$ cat config.mk
export PLATFORM = sky130hd
export DESIGN_NAME = drum_goekce
export DESIGN_NICKNAME = d
export VERILOG_FILES = /design/src/rtl/drum_pkg.sv /design/src/rtl/drum_lod.sv /design/src/rtl/drum_goekce.sv
export SDC_FILE = /design/constraint.sdc
export NUM_CORES = 1
export LEC_CHECK = 0
export BUFFER_PORTS_ARGS = -buffer_cell sky130_fd_sc_hd__buf_4
export CAP_MARGIN = 20
export CORE_ASPECT_RATIO = 0.9
export CORE_MARGIN = 5
export CORE_UTILIZATION = 45
export DETAILED_ROUTE_END_ITERATION = 8
export PLACE_DENSITY_LB_ADDON = 0.1
export SYNTH_ARGS = -nofsm -noshare
export SYNTH_HDL_FRONTEND = slang
export SYNTH_HIERARCHICAL = 1
export SYNTH_SLANG_ARGS = --single-unit
$ cat constraint.sdc
create_clock -name vclk -period 5
set_input_delay 0.75 -clock vclk [all_inputs]
set_output_delay 0.75 -clock vclk [all_outputs]
set_load 0.02 [all_outputs]
$ cat src/rtl/drum_pkg.sv
// Shared widths and types for the DRUM approximate multiplier.
package drum_pkg;

    localparam int N_W  = 4;
    localparam int K_W  = 3;
    localparam int P_W  = 2 * N_W;
    localparam int SH_W = $clog2(N_W - K_W + 2);

    typedef logic [N_W-1:0]  operand_t;
    typedef logic [K_W-1:0]  frag_t;
    typedef logic [SH_W-1:0] shift_t;
    typedef logic [P_W-1:0]  prod_t;

endpackage

$ cat src/rtl/drum_lod.sv
// Leading-one detector and truncator: reduces one operand to a K-bit
// fragment plus the left shift that restores its magnitude.
module drum_lod
    import drum_pkg::*;
(
    input  logic [N_W-1:0]  x,
    output logic [K_W-1:0]  f,
    output logic [SH_W-1:0] s
);

    logic [$clog2(N_W)-1:0] lead;
    operand_t               shifted;

    always_comb begin
        lead = '0;
        for (int i = 0; i < N_W; i++) begin
            if (x[i]) begin
                lead = i[$clog2(N_W)-1:0];
            end
        end
    end

    // Small operands pass through exactly; larger ones keep the top K bits
    // and force the LSB high so truncation error averages out.
    always_comb begin
        s       = '0;
        shifted = x;
        f       = x[K_W-1:0];
        if (int'(lead) >= K_W) begin
            s       = shift_t'(int'(lead) - K_W + 1);
            shifted = x >> s;
            f       = shifted[K_W-1:0] | frag_t'(1);
        end
    end

endmodule

$ cat src/rtl/drum_goekce.sv
// Tiny Tapeout top for a 4x4 DRUM approximate multiplier.
// Define DRUM_OUTREG_EN to register uo_out (1-cycle latency, async clear).
module drum_goekce
    import drum_pkg::*;
(
    input  logic       clk,
    input  logic       rst_n,
    input  logic       ena,
    input  logic [7:0] ui_in,
    output logic [7:0] uo_out,
    input  logic [7:0] uio_in,
    output logic [7:0] uio_out,
    output logic [7:0] uio_oe
);

    frag_t       frag_a;
    frag_t       frag_b;
    shift_t      shift_a;
    shift_t      shift_b;
    logic [SH_W:0] shift_sum;
    prod_t       product;

    drum_lod lod_a (
        .x (ui_in[N_W-1:0]),
        .f (frag_a),
        .s (shift_a)
    );

    drum_lod lod_b (
        .x (ui_in[2*N_W-1:N_W]),
        .f (frag_b),
        .s (shift_b)
    );

    // Each fragment shifted back stays below 2^N, so the product fits P_W bits.
    always_comb begin
        shift_sum = {1'b0, shift_a} + {1'b0, shift_b};
        product   = (prod_t'(frag_a) * prod_t'(frag_b)) << shift_sum;
    end

    assign uio_out = '0;
    assign uio_oe  = '0;

`ifdef DRUM_OUTREG_EN
    logic unused;
    assign unused = &{1'b0, ena, uio_in};

    always_ff @(posedge clk or negedge rst_n) begin
        if (!rst_n) begin
            uo_out <= '0;
        end else begin
            uo_out <= product;
        end
    end
`else
    logic unused;
    assign unused = &{1'b0, ena, uio_in, clk, rst_n};

    assign uo_out = product;
`endif

endmodule

==> metrics, run 1 <==
vias in the first global route 398; Largest delay share family, worst path adder cells; DRC viols 0; Flop pwr share 0%; total power approximately 140 uW; setup repair bufs after CTS 0; Levels on crit path 12; Area contributors post-synth buf_4 21%, ha_1 11%, fa_1 9.2%; Slew Limit Fails 0; worst hold slack about 2.1 ns; Avg Inst Size Synth slightly below 8 um^2; Setup crit start ui_in[3]; Max VDD drop 0.0000756 V; final-stage net count ~120; warning count from the yosys run 6; final antenna-violating net count 0; area delta synth->final 4.97%; # IOs 43; pwr dens approximately 210 nW/um^2; Internal ~64 uW; Setup Viol. Count Final 0; Critical Path End uo_out[6]; Final Cycle Share 82.0%; layout cells sized above 1 roughly a quarter; leak pwr 0.370 nW; Worst Path Required approximately 4.3 ns; Resize count post-CTS 0; outcome finished, final reports clean; Worst Hold Class in2out; synth unique cells 30; Detailed Routing Iterations Pass 1 1; global-route wire length before repair 1690 um; Post-Syn Area about 650 um^2; Sw Ratio ~56%; count leader, synth buf_4; CP Cell Sequence buf_4, or2_2, and2_1, fa_1, ha_1, inv_1, fa_1, xor2_1, mux2i_1, a221oi_2, a21oi_2, buf_4; critical path class in2out; DR vias/cell about 4.5; RSZ-0062 raised after global routing false; post-placement setup slack ~0.89 ns; Commonest cells post-synth 18 x buf_4, 9 x and2_1, 6 x ha_1, 5 x inv_1, 4 x nor2b_1; final wirelength roughly 1100 um; post-route setup TNS 0 ns; Reg area 0 um^2; switching power slightly above 80 uW; Die H around 46 um; Setup crit start kind primary input; gr ovfl total 0; initial antenna violation count 0; worst path bufs/invs 3; max-cap violations 0; CTS Hold Bufs 0; min Tclk post-route roughly 4 ns; final worst slack 0.901 ns; via count between 400 and 500; FF+latch count 0; Data arrival, critical path 3.35 ns; Total GRT Usage 8.73%; fmax 244 MHz; pin count of the biggest net entering global routing 13; Die X ~50 um; cell count after synthesis between 80 and 90; crit path capture type output port; area leader, netlist buf_4; crit path max fanout 4; CP max stage delay ~0.54 ns; core area between 1000 and 1500 um^2; post-synth top area share 20.7%; Site Rows 13; RePlAce Congestion 0.678; number of clock buffers in the layout 0; port bufs 16; Clk pwr share 0%; detailed placer's ending HPWL ~960 um; combinational power share 100.0%; fin util 48.5%; Antenna diodes 0; total die area around 2300 um^2; Fin. Hold Viols 0; Initial DRC Count 0; WL/cell about 9.9 um; Initial Util ~46%; critical path's slowest cell fa_1; sequential fraction of the synthesis area 0%
==> per-layer routing <==
metal	GRT usage (%)	part of all wire, %	up-vias
met5	0	0	-
met4	0	0	0
met3	0.324	6.5	0
met2	16.0	48	11
met1	12.0	46	218
li1	-	-	255
==> cells by family (layout without fill, tap and decap cells) <==
group                      count (synthesis)  count (layout)  synth area share, %
and+or+nand+nor                           26              26                 22.9
other                                      3              18                 1.72
muxes                                      7               7                 13.2
buffers and inverters                     28              21                 27.7
xor gates and xnor gates                   1               1                 1.34
adders and majority gates                  9               9                 20.7
AOI/OAI and AO/OA                         11              11                 12.4
==> worst min path at each step <==
stage,startpoint,to,slack [ns],depth (start not counted)
floorplan,ui_in[7],uo_out[1],2.00,4
global placement,ui_in[4],uo_out[0],2.13,5
detailed placement,ui_in[4],uo_out[0],2.14,5
CTS,ui_in[4],uo_out[0],2.14,5
global route,ui_in[0],uo_out[0],2.23,5
finish,ui_in[4],uo_out[0],2.14,5
==> cell usage in the layout (no fill, tap or decap) <==
cell type  count
a221oi_2       1
a22o_1         2
nor2b_1        4
nor2_1         2
and2_1         9
nand3b_1       1
nor3_1         1
nand2b_1       1
nand3_1        2
ha_1           6
fa_1           3
mux2_2         1
mux2i_1        3
conb_1        18
a21o_1         1
o21ai_0        2
nand2_1        2
inv_1          5
a21oi_1        2
a21oi_2        1
o21a_1         1
buf_4         16
xor2_1         1
or2_1          2
o21ai_1        1
or2_2          2
mux2_4         3
==> power by group through the flow <==
| stage | logic (mW) | clock network (mW) | registers, mW |
|---|---|---|---|
| after global routing | 0.161 | 0 | 0 |
| after CTS | 0.145 | 0 | 0 |
| final | 0.145 | 0 | 0 |
| after floorplan | 0.118 | 0 | 0 |
| after global placement | 0.143 | 0 | 0 |
| after detailed placement | 0.144 | 0 | 0 |
==> metrics by stage <==
step / std cells / area (um^2)
global placement: 108 / 687
finish: 108 / 687
CTS: 108 / 687
detailed placement: 108 / 687
global route: 108 / 687
floorplan: 100 / 711
==> layout make-up <==
cell class | count | area [um^2]
fillers | 163 | 728
multi-input cells | 72 | 529
repair buffers | 16 | 120
inverters | 5 | 18.8
well taps | 15 | 18.8
Note: power is estimated with default switching activity, not from simulation.
==> run 2, diff against run 1 <==
Settings changed: ABC_AREA set to 1, CORE_UTILIZATION 45 to 41.
Clock period 5 ns to 3.4 ns, I/O delays scaled along.
==> metrics, run 2 <==
Avg Inst Size Synth 5.53 um^2 (-28%); Total GRT Usage 10.9% (+2.2 points); Largest delay share family, worst path adder cells; fmax slightly above 300 MHz; outcome finished, final reports clean; fin util 52.2% (+3.7 points); critical path's slowest cell fa_1; most frequent cells in the layout 29 x nand2_1, 18 x conb_1, 18 x buf_4; final wirelength 1340 um (+25%); area delta synth->final 17.5%; Initial DRC Count 16 (+16); number of clock buffers in the layout 0 (unchanged); Post-Layout Cell Count 155 (+44%); fin area 773 um^2 (+13%); vias in the first global route 543 (+36%); min Tclk post-route 3.30 ns; placement-stage cell area 734 um^2 (+6.9%); Slew Limit Fails 0 (unchanged); initial antenna violation count 0 (unchanged); Reg area 0 um^2 (unchanged); warning count from the yosys run 6 (unchanged); Antenna diodes 0 (unchanged); DRC viols 0 (unchanged); CP Cell Sequence buf_4, or2_4, nand2_2, inv_2, fa_1, ha_2, inv_2, fa_1, or2_1, nand3_2, nand2_1, nor2_1, buf_4; hold_sp ui_in[4]; pwr dens 267 nW/um^2 (+27%); Hold Path Cell Cnt 6 (+1); post-synth top area share 20.5% (-0.12 points); Final Cycle Share between 90% and 100%; synth unique cells 15 (-50%); max-cap violations 0 (unchanged); post-route setup TNS 0 ns (unchanged); gr ovfl total 0 (unchanged); Detailed Routing Iterations Pass 1 4 (+3); port bufs 16 (unchanged); Data arrival, critical path 2.79 ns (-0.56 ns); Die H 48.0 um (+4.0%); Die X 52.2 um (+4.1%); global-route wire length before repair 2200 um (+30%); commonest non-fill, non-tap cell in the layout nand2_1; Initial Util 44.5% (-1.8 points); count leader, synth nand2_1; core area 1480 um^2 (+4.6%); DP Cell Count 154 (+43%); RePlAce Congestion 0.800 (+18%); Site Rows 13 (unchanged); cell count after synthesis 119 (+40%); total die area 2510 um^2 (+8.2%); CTS Hold Bufs 0 (unchanged); Setup Viol. Count Final 0 (unchanged); final antenna-violating net count 0 (unchanged); Max VDD drop 0.000102 V (+35%); WL/cell 8.66 um (-13%); sequential fraction of the synthesis area 0% (unchanged); Filler cells 168 (+3.1%); Worst Hold Class in2out; crit path capture type output port; Commonest cells post-synth 33 x nand2_1, 19 x inv_1, 18 x buf_4, 17 x nand3_1, 7 x nor2_1; total power 207 uW (+43%); area leader, netlist buf_4; WHS Endpoint uo_out[0]; Fin. Hold Viols 0 (unchanged); final-stage net count 163 (+33%); via count 645 (+33%); Setup crit start kind primary input; worst path bufs/invs 4 (+1); Multi-input gate area 524 um^2 (-0.95%); critical path class in2out; leak pwr 0.501 nW (+35%); layout cells sized above 1 25.6% (-0.24 points); CP max stage delay 0.50 ns (-0.04 ns); Post-Syn Area 658 um^2 (+0.57%); # IOs 43 (unchanged); crit path max fanout 5 (+1); Worst Path Required 2.89 ns (-1.36 ns); detailed placer's ending HPWL 1190 um (+24%); DR vias/cell 4.16 (-7.1%); pin count of the biggest net entering global routing 9 (-4); Area contributors post-synth buf_4 21%, nand2_1 19%, nand3_1 13%; FF+latch count 0 (unchanged)
## run 2: metal layers
layer,part of all wire [%],vias up,wire length (um),GRT usage (%)
met2,43,18,573,18.0
met5,0,-,0,0
met4,0,0,0,0
met3,8.6,0,116,0.623
li1,-,354,-,-
met1,49,273,651,16.6
## run 2: stage by stage
step	hold WS, ns	setup WS, ns
floorplan	1.47	0.209
global placement	1.66	0.0642
detailed placement	1.68	0.0454
CTS	1.68	0.0423
global route	1.74	-0.000399
finish	1.67	0.103
## run 2: how the worst max path moves through the flow
stage / start / to / slack [ns] / cells past startpoint
5_1_grt: ui_in[3] / uo_out[3] / -0.0004 / 15
2_1_floorplan: ui_in[0] / uo_out[3] / 0.21 / 11
3_5_place_dp: ui_in[7] / uo_out[3] / 0.05 / 13
6_report: ui_in[3] / uo_out[3] / 0.10 / 13
3_3_place_gp: ui_in[7] / uo_out[3] / 0.06 / 13
4_1_cts: ui_in[7] / uo_out[3] / 0.04 / 13
## run 2: cells by family (layout without fill, tap and decap cells)
| group | count (synthesis) | after routing | share of synthesized area, % |
|---|---|---|---|
| and+or+nand+nor | 64 | 64 | 42.4 |
| AOI/OAI and AO/OA | 3 | 3 | 2.28 |
| other | 3 | 18 | 1.71 |
| buffers and inverters | 40 | 39 | 33.1 |
| adders and majority gates | 9 | 9 | 20.5 |
## run 2: final cells by class
cell class         instances  share of cell area, %
inverters                 20                   9.71
repair buffers            19                   18.9
well taps                 22                   3.56
multi-input cells         94                   67.8
## run 2: power by group
| group | internal (mW) | total, mW | switching [mW] |
|---|---|---|---|
| Combinational | 0.0805 | 0.207 | 0.126 |
| Clock | 0 | 0 | 0 |
| Sequential | 0 | 0 | 0 |
## run 2: repair_timing
item / CTS / global route
resized for setup: 0 / 15
setup buffers: 0 / 1
setup endpoints to repair: 0 / 2
